`config.mk`:
```
export PLATFORM = sky130hd
export DESIGN_NAME = cmn_age_matrix_tracker
export DESIGN_NICKNAME = d
export VERILOG_FILES = /design/src/rtl/cmn_age_matrix_tracker.sv
export SDC_FILE = /design/constraint.sdc
export NUM_CORES = 1
export LEC_CHECK = 0
export ABC_AREA = 1
export CAP_MARGIN = 5
export CELL_PAD_IN_SITES_DETAIL_PLACEMENT = 1
export CELL_PAD_IN_SITES_GLOBAL_PLACEMENT = 2
export CORE_UTILIZATION = 21
export DETAILED_ROUTE_END_ITERATION = 16
export PLACE_DENSITY_LB_ADDON = 0.1
export SKIP_CTS_REPAIR_TIMING = 1
export SYNTH_ARGS = -nofsm -noshare
export SYNTH_HDL_FRONTEND = slang
export SYNTH_SLANG_ARGS = --single-unit
```
`constraint.sdc`:
```
create_clock -name clk -period 2.5 [get_ports clk]
set_input_delay 0.5 -clock clk [delete_from_list [all_inputs] [get_ports clk]]
set_output_delay 0.5 -clock clk [all_outputs]
set_load 0.01 [all_outputs]
```
`src/rtl/cmn_age_matrix_tracker.sv`:
```
// cmn_age_matrix_tracker
//   Allocates entries from a pool of WIDTH slots and keeps the age matrix
//   consumed by cmn matrix arbiters: vv_matrix[i][j]=1 means entry j is valid
//   and older than entry i, so an arbiter fed this matrix grants oldest-first.
//
// Ports
//   clk            clock, all state updates on the rising edge
//   rst            synchronous active-high reset
//   alloc_vld      request to allocate one entry this cycle
//   alloc_rdy      a free entry is available
//   alloc_idx      lowest-numbered free entry (the one an allocation takes)
//   dealloc_vec    multi-hot set of entries to free this cycle
//   ent_vld        registered valid vector
//   vv_matrix      registered age matrix (row i = entries older than i)
//   oldest_onehot  one-hot of the oldest valid entry, 0 when empty
//   count          number of valid entries
//   full           all entries valid (registered state only)
//
// Configuration macro
//   CMN_AGE_MATRIX_ALLOC_BYPASS_EN : entries being freed this cycle count as
//   free for this cycle's allocation (adds a comb path dealloc_vec->alloc_*).
module cmn_age_matrix_tracker #(
  parameter int WIDTH = 4
) (
  input  logic                         clk,
  input  logic                         rst,
  input  logic                         alloc_vld,
  output logic                         alloc_rdy,
  output logic [$clog2(WIDTH)-1:0]     alloc_idx,
  input  logic [WIDTH-1:0]             dealloc_vec,
  output logic [WIDTH-1:0]             ent_vld,
  output logic [WIDTH-1:0][WIDTH-1:0]  vv_matrix,
  output logic [WIDTH-1:0]             oldest_onehot,
  output logic [$clog2(WIDTH+1)-1:0]   count,
  output logic                         full
);

  localparam int IDX_W = $clog2(WIDTH);
  localparam int CNT_W = $clog2(WIDTH+1);

  logic [WIDTH-1:0]            ent_vld_q, ent_vld_d;
  logic [WIDTH-1:0][WIDTH-1:0] age_q, age_d;
  logic [WIDTH-1:0]            free;
  logic [WIDTH-1:0]            surv;
  logic [WIDTH-1:0]            alloc_oh;
  logic                        alloc_fire;
  logic [CNT_W-1:0]            count_c;

`ifdef CMN_AGE_MATRIX_ALLOC_BYPASS_EN
  assign free = ~ent_vld_q | dealloc_vec;
`else
  assign free = ~ent_vld_q;
`endif

  assign alloc_rdy = |free;

  // Lowest free index wins: scan from the top so the last hit is the lowest.
  always_comb begin
    alloc_idx = '0;
    for (int i = WIDTH - 1; i >= 0; i--) begin
      if (free[i]) alloc_idx = IDX_W'(i);
    end
  end

  assign alloc_fire = alloc_vld && alloc_rdy;
  assign alloc_oh   = alloc_fire ? (WIDTH'(1) << alloc_idx) : '0;

  // Entries still valid after this cycle's deallocations. Dealloc bits on
  // invalid entries fall out naturally since they are already 0 here.
  assign surv = ent_vld_q & ~dealloc_vec;

  // OR-ing the allocation last makes a same-entry alloc+dealloc end valid.
  assign ent_vld_d = surv | alloc_oh;

  for (genvar gi = 0; gi < WIDTH; gi++) begin : g_row
    // New entry: every survivor is older (its own bit is outside surv or
    // masked by alloc_oh). Other rows: drop freed entries, drop the new
    // youngest column, and clear the whole row if this entry is being freed.
    assign age_d[gi] = alloc_oh[gi] ? (surv & ~alloc_oh)
                                    : (age_q[gi] & surv & ~alloc_oh & {WIDTH{surv[gi]}});

    // A valid entry with no older valid entry is the oldest.
    assign oldest_onehot[gi] = ent_vld_q[gi] & ~|age_q[gi];
  end

  always_ff @(posedge clk) begin
    if (rst) begin
      ent_vld_q <= '0;
      age_q     <= '0;
    end else begin
      ent_vld_q <= ent_vld_d;
      age_q     <= age_d;
    end
  end

  always_comb begin
    count_c = '0;
    for (int i = 0; i < WIDTH; i++) begin
      count_c = count_c + CNT_W'(ent_vld_q[i]);
    end
  end

  assign count     = count_c;
  assign full      = &ent_vld_q;
  assign ent_vld   = ent_vld_q;
  assign vv_matrix = age_q;

endmodule

```
==> qor.txt, run 1 <==
All-Layer GR Usage - 13.89%
syn_area_per_cell - 7.409 sq um
CTS Buffer Depth - 2
Reg clk slew, reported paths - 0.08 ns
Skew-Pair Late Insertion Delay - 0.25 ns
routed vias/inst - 4.215
VDD IR-drop max - 279.3 uV
Required @ worst endpoint - 2.00 ns
post-route ant nets - 0
Synth cell types - 14
Final Max Slew Viols - 0
warnings from Yosys - 0
num rows - 22
Net Count, Synth - 126
layout cells sized above 1 - 8.696%
fill count - 448
first-pass GRT wire length - 4.422 mm
RePlAce Congestion - 0.7059
launching point of the worst reg2reg path - ent_vld[0]$_SDFF_PP0_
min cycle time layout - 2.328 ns
number of max-cap violations - 0
CP Cell Sequence - inv_1 -> fa_1 -> inv_1 -> ha_1 -> ha_1 -> dlymetal6s2s_1
DR iter-0 viols - 27
setup violators final - 0
post-synth top area share - 46.99%
period utilization - 93.13%
Die H - 65.70 um
initial antenna violation count - 0
core area - 3771 sq um
Critical Path Start Type - register
FF+latch count, synth - 20
hold wc startpoint - vv_matrix[5]$_SDFF_PP0_
measured slew at the worst slew-check pin - 0.3409 ns
CP arrival - 1.83 ns
Die Area - 4316 sq um
Num CTS Buffers - 3
die width - 65.70 um
IO buf count - 37
Vias - 881
Max stage delay on crit path - 0.53 ns
TritonCTS Sinks - 20
most frequent cells in the layout - 34 x clkdlybuf4s50_1, 24 x nor2_1, 21 x nand2_1, 20 x dfxtp_1, 18 x inv_1
Mapped Cells - 115
Starting Density - 22.59%
CTS tree - built
num ports - 38
largest net degree at the start of global routing - 12
final wirelength - 2.670 mm
top sig layer - met4
DRC Markers - 0
crit-path leading delay family - adder cells
post-DP HPWL - 2.159 mm
max_slew headroom - 77.24%
WHS Path Cells - 2
synthesis-to-layout area growth - 62.26%
fmax - 429.5 MHz
met3 wire len - 100 um
wl on met1 - 1.248 mm
Ant. Diodes - 0
CP endpoint kind - output port
Post-Syn Area - 852.1 sq um
critical path peak fanout - 2
Slowest-stage cell, CP - fa_1
Worst R2R Path Depth - 8
commonest non-fill, non-tap cell in the layout - clkdlybuf4s50_1
PD cells - 458.0 nW/um^2
RSZ-0062 raised after global routing - no
post-synthesis sequential area ratio - 46.99%
main area contributors after synthesis - dfxtp_1 47%, nor2_1 11%, nand2_1 9.3%
hold violation count in the final report - 0
flop2flop setup slack - 1.01 ns
Leak - 0.5693 nW
CP bufs+invs - 3
status - finished, final reports clean
FF-to-FF End - vv_matrix[8]$_SDFF_PP0_
clock skew - 0.004021 ns
drt first pass iters - 2
Hold WC Path Type - reg -> reg
Wirelength per Cell - 12.78 um
routed length on met2 - 1.298 mm
Root Buffer - clkbuf_8
number of global-route vias before repair - 919
Nets - 173
Synth area leader - dfxtp_1
H-Tree Level Count - 1
Hold EP - vv_matrix[5]$_SDFF_PP0_
hold_ws - 0.4571 ns
total power - 0.6332 mW
GRT Residual Overflow - 0
kind of critical path - reg -> out
-- state kept, by name, indices dropped and copies added (netlist names) --
signal and count:
vv_matrix 16, ent_vld 4
-- worst max-delay path by stage --
stage / from / to / slack (ns) / cells after the start
5_1_grt: ent_vld[2]$_SDFF_PP0_ / alloc_idx[0] / 0.06 / 5
6_report: ent_vld[0]$_SDFF_PP0_ / count[1] / 0.17 / 6
4_1_cts: ent_vld[0]$_SDFF_PP0_ / count[1] / -0.21 / 6
3_3_place_gp: ent_vld[0]$_SDFF_PP0_ / count[1] / 0.1 / 6
3_5_place_dp: ent_vld[0]$_SDFF_PP0_ / count[1] / 0.07 / 6
2_1_floorplan: ent_vld[0]$_SDFF_PP0_ / count[1] / 0.34 / 5
-- synth_stat cells --
master / instances
a21oi_1: 15
dfxtp_1: 20
fa_1: 1
ha_1: 3
inv_1: 18
nand2_1: 21
nand2_2: 3
nand3_1: 3
nand3_2: 1
nand4_1: 1
nor2_1: 24
nor2_4: 1
nor3_1: 3
nor4_1: 1
-- report_power, final --
| part | internal [mW] | leakage, nW | switching (mW) |
|---|---|---|---|
| registers | 0.321 | 0.161 | 0.00132 |
| clock network | 0.140 | 0.0288 | 0.104 |
| logic | 0.0330 | 0.379 | 0.0344 |
-- tightest hold or removal path, stage by stage, from the launching register on --
cell,delay (ns)
dfxtp_1,0.31
inv_1,0.06
nor2_1,0.04
-- area by class of cell --
type | instances | area, sq um | area share [%]
repair buffers | 42 | 415.4 | 30.05
multi-input cells | 77 | 384.1 | 27.78
inverters | 18 | 67.56 | 4.887
clock buffers | 4 | 55.05 | 3.982
well taps | 48 | 60.06 | 4.344
flip-flops and latches | 20 | 400.4 | 28.96
-- cell families (layout without fill, tap and decap cells) --
logic type	after synthesis	in the layout	synth area share, %
simple gates	58	58	29.52
flops	20	20	46.99
compound gates	15	15	8.810
fa+ha+maj	4	4	6.755
buf+inv	18	64	7.929
-- through the flow --
stage / setup WS [ns] / TNS, ns / area (sq um) / cells / util, %
2_1_floorplan: 0.3439 / 0 / 852.1 / 115 / -
5_1_grt: 0.05937 / 0 / 1383 / 209 / 36.66
3_3_place_gp: 0.09925 / 0 / 1320 / 205 / 35.00
3_5_place_dp: 0.07168 / 0 / 1320 / 205 / 35.00
6_report: 0.1718 / 0 / 1383 / 209 / 36.66
4_1_cts: -0.2073 / -0.2983 / 1375 / 209 / 36.46
-- layer usage --
| layer | up-vias | global-route usage [%] |
|---|---|---|
| met2 | 21 | 24.23 |
| met1 | 407 | 17.14 |
| met4 | 0 | 4.891 |
| met3 | 2 | 1.910 |
| li1 | 451 | - |
| met5 | - | 0 |
Power figures use the tool's default switching activity.
==> run 2: changes to the inputs <==
--- a/config.mk
+++ b/config.mk
@@ -5,11 +5,10 @@
 export SDC_FILE = /design/constraint.sdc
 export NUM_CORES = 1
 export LEC_CHECK = 0
-export ABC_AREA = 1
 export CAP_MARGIN = 5
 export CELL_PAD_IN_SITES_DETAIL_PLACEMENT = 1
 export CELL_PAD_IN_SITES_GLOBAL_PLACEMENT = 2
-export CORE_UTILIZATION = 21
+export CORE_UTILIZATION = 22
 export DETAILED_ROUTE_END_ITERATION = 16
 export PLACE_DENSITY_LB_ADDON = 0.1
 export SKIP_CTS_REPAIR_TIMING = 1
==> run 2 against run 1 <==
Effect of this change: register-to-register slack better by 0.11 ns; final cell count down 8.6%; highest routed layer unchanged; sequential share of layout area down 0.18 points; power up 13%; sequential cell count unchanged; maximum frequency down 2.5%.
==> qor.txt, run 2 <==
status - finished, final reports clean
RSZ-0062 raised after global routing - no
Leak - 0.5658 nW
drt first pass iters - 2
post-DP HPWL - 2.035 mm
CTS tree - built
Top FF cell, synth - dfxtp_1
Net Count, Synth - 108
RePlAce Congestion - 0.6956
Final TNS setup - 0 ns
top-count cell post-synth - dfxtp_1
num ports - 38
Skew-Pair Late Insertion Delay - 0.26 ns
placed instance count - 187
Synth area leader - dfxtp_1
number of global-route vias before repair - 948
FF+latch count, synth - 20
Hold WC Path Type - reg -> reg
Design Area, Final - 1391 sq um
commonest non-fill, non-tap cell in the layout - clkdlybuf4s50_1
Post-Syn Area - 844.6 sq um
CTS Buffer Depth - 2
CP Cell Sequence - inv_2 -> fa_1 -> inv_1 -> ha_1 -> ha_1 -> dlymetal6s2s_1
Critical Path Start Type - register
VDD IR-drop max - 191.3 uV
post-synthesis sequential area ratio - 47.41%
Starting Density - 23.07%
Num CTS Buffers - 3
H-Tree Level Count - 1
Slowest-stage cell, CP - fa_1
GRT Residual Overflow - 0
PD cells - 514.5 nW/um^2
num rows - 22
setup violators final - 0
Final Max Slew Viols - 0
Nets - 155
routed vias/inst - 4.382
fmax - 418.8 MHz
Ant. Diodes - 0
routed length on met2 - 1.300 mm
max_slew headroom - 77.29%
TritonCTS Sinks - 20
number of max-cap violations - 0
met3 wire len - 86 um
Reg clk slew, reported paths - 0.08 ns
most frequent cells in the layout - 34 x clkdlybuf4s50_1, 20 x dfxtp_1, 14 x a21oi_1, 13 x nand2_1, 12 x inv_1
Vias - 837
largest net degree at the start of global routing - 13
DRC Markers - 0
Worst R2R Path Depth - 4
final wirelength - 2.631 mm
die width - 63.96 um
Synth top cells by count - 20 x dfxtp_1, 14 x a21oi_1, 13 x nand2_1
All-Layer GR Usage - 14.70%
measured slew at the worst slew-check pin - 0.3392 ns
period utilization - 95.50%
Root Buffer - clkbuf_8
FF-to-FF End - vv_matrix[12]$_SDFF_PP0_
Required @ worst endpoint - 2.00 ns
CP endpoint kind - output port
most frequent CP cell - ha_1
Synth cell types - 21
area post-placement - 1313 sq um
synthesis-to-layout area growth - 64.74%
main area contributors after synthesis - dfxtp_1 47%, a21oi_1 8.3%, nand2_1 5.8%
max reg flops - 16
Worst Setup SP - ent_vld[0]$_SDFF_PP0_
CP arrival - 1.89 ns
Die Area - 4091 sq um
syn_area_per_cell - 8.707 sq um
ys async rst share - 0%
Die H - 63.96 um
initial antenna violation count - 0
DR iter-0 viols - 19
hold_ws - 0.4436 ns
core area - 3661 sq um
layout cells sized above 1 - 10.49%
first-pass GRT wire length - 4.533 mm
kind of critical path - reg -> out
hold violation count in the final report - 0
post-route ant nets - 0
top sig layer - met4
IO buf count - 37
launching point of the worst reg2reg path - ent_vld[1]$_SDFF_PP0_
Non-Filler Instances - 191
post-synth top area share - 47.41%
wl on met1 - 1.211 mm
flop2flop setup slack - 1.12 ns
warnings from Yosys - 0
Mapped Cells - 97
critical path peak fanout - 2
Worst Setup EP - count[1]
Wirelength per Cell - 13.77 um
Post-synth EDFFs - 0
Max stage delay on crit path - 0.54 ns
clock skew - 0.001806 ns
min cycle time layout - 2.388 ns
-- run 2: changes by cell type in the layout (fill, tap and decap cells not counted), moves of 2 or more --
cell,previous run,this run
nand3_1,3,1
nor3_1,3,1
inv_1,18,12
or4_4,0,2
nand2_1,21,13
a211oi_1,0,2
nor2_1,24,7
nand2b_1,0,5
nand2_2,3,0
nor2b_1,0,4
or4_1,0,3
a211oi_2,0,2
inv_2,0,2
-- run 2: power by group --
part	switching, mW	internal, mW	leakage [nW]	total, mW
Clock	0.118	0.214	0.0357	0.332
Sequential	0.00167	0.320	0.161	0.322
Combinational	0.0297	0.0323	0.369	0.0620
Total	0.149	0.567	0.566	0.716
-- run 2: final cells by class --
cell class                      instances  area, sq um
Fill cell                             435         2270
Timing Repair Buffer                   42        415.4
Sequential cell                        20        400.4
Multi-Input combinational cell         63        391.6
Tap cell                               48        60.06
Inverter                               14        52.55
Clock buffer                            3        41.29
Clock inverter                          1        30.03
-- run 2: critical path, delay by kind of cell (launching register included) --
| kind | cells | cell delay, ns |
|---|---|---|
| adders and majority gates | 3 | 0.99 |
| DFF | 1 | 0.36 |
| buffers and inverters | 3 | 0.27 |
-- run 2: worst min-delay path by stage --
stage / from / cells after the start / to
after floorplan: vv_matrix[15]$_SDFF_PP0_ / 2 / vv_matrix[15]$_SDFF_PP0_
after global placement: vv_matrix[5]$_SDFF_PP0_ / 2 / vv_matrix[5]$_SDFF_PP0_
after detailed placement: vv_matrix[5]$_SDFF_PP0_ / 2 / vv_matrix[5]$_SDFF_PP0_
after CTS: vv_matrix[5]$_SDFF_PP0_ / 2 / vv_matrix[5]$_SDFF_PP0_
after global routing: vv_matrix[10]$_SDFF_PP0_ / 2 / vv_matrix[10]$_SDFF_PP0_
final: vv_matrix[5]$_SDFF_PP0_ / 2 / vv_matrix[5]$_SDFF_PP0_
-- run 2: metal layers --
metal	up-vias	track usage (%)
li1	414	-
met1	400	17.77
met2	19	25.80
met3	4	2.679
met4	0	5.114
met5	-	0
-- run 2: stage by stage --
stage               setup slack, ns  power, mW  utilization (%)
detailed placement          0.03916     0.3933            35.85
global route                0.02271     0.7487            38.00
finish                       0.1124     0.7158            38.00
CTS                         -0.2736     0.7260            37.80
floorplan                    0.4413     0.3539                -
global placement             0.1086     0.3921            35.85
-- run 2: cells by family (layout without fill, tap and decap cells) --
family / Yosys count / after routing / share of synthesized area (%)
simple gates: 39 / 39 / 24.44
compound gates: 20 / 20 / 15.11
flops: 20 / 20 / 47.41
buf+inv: 14 / 60 / 6.222
fa+ha+maj: 4 / 4 / 6.815
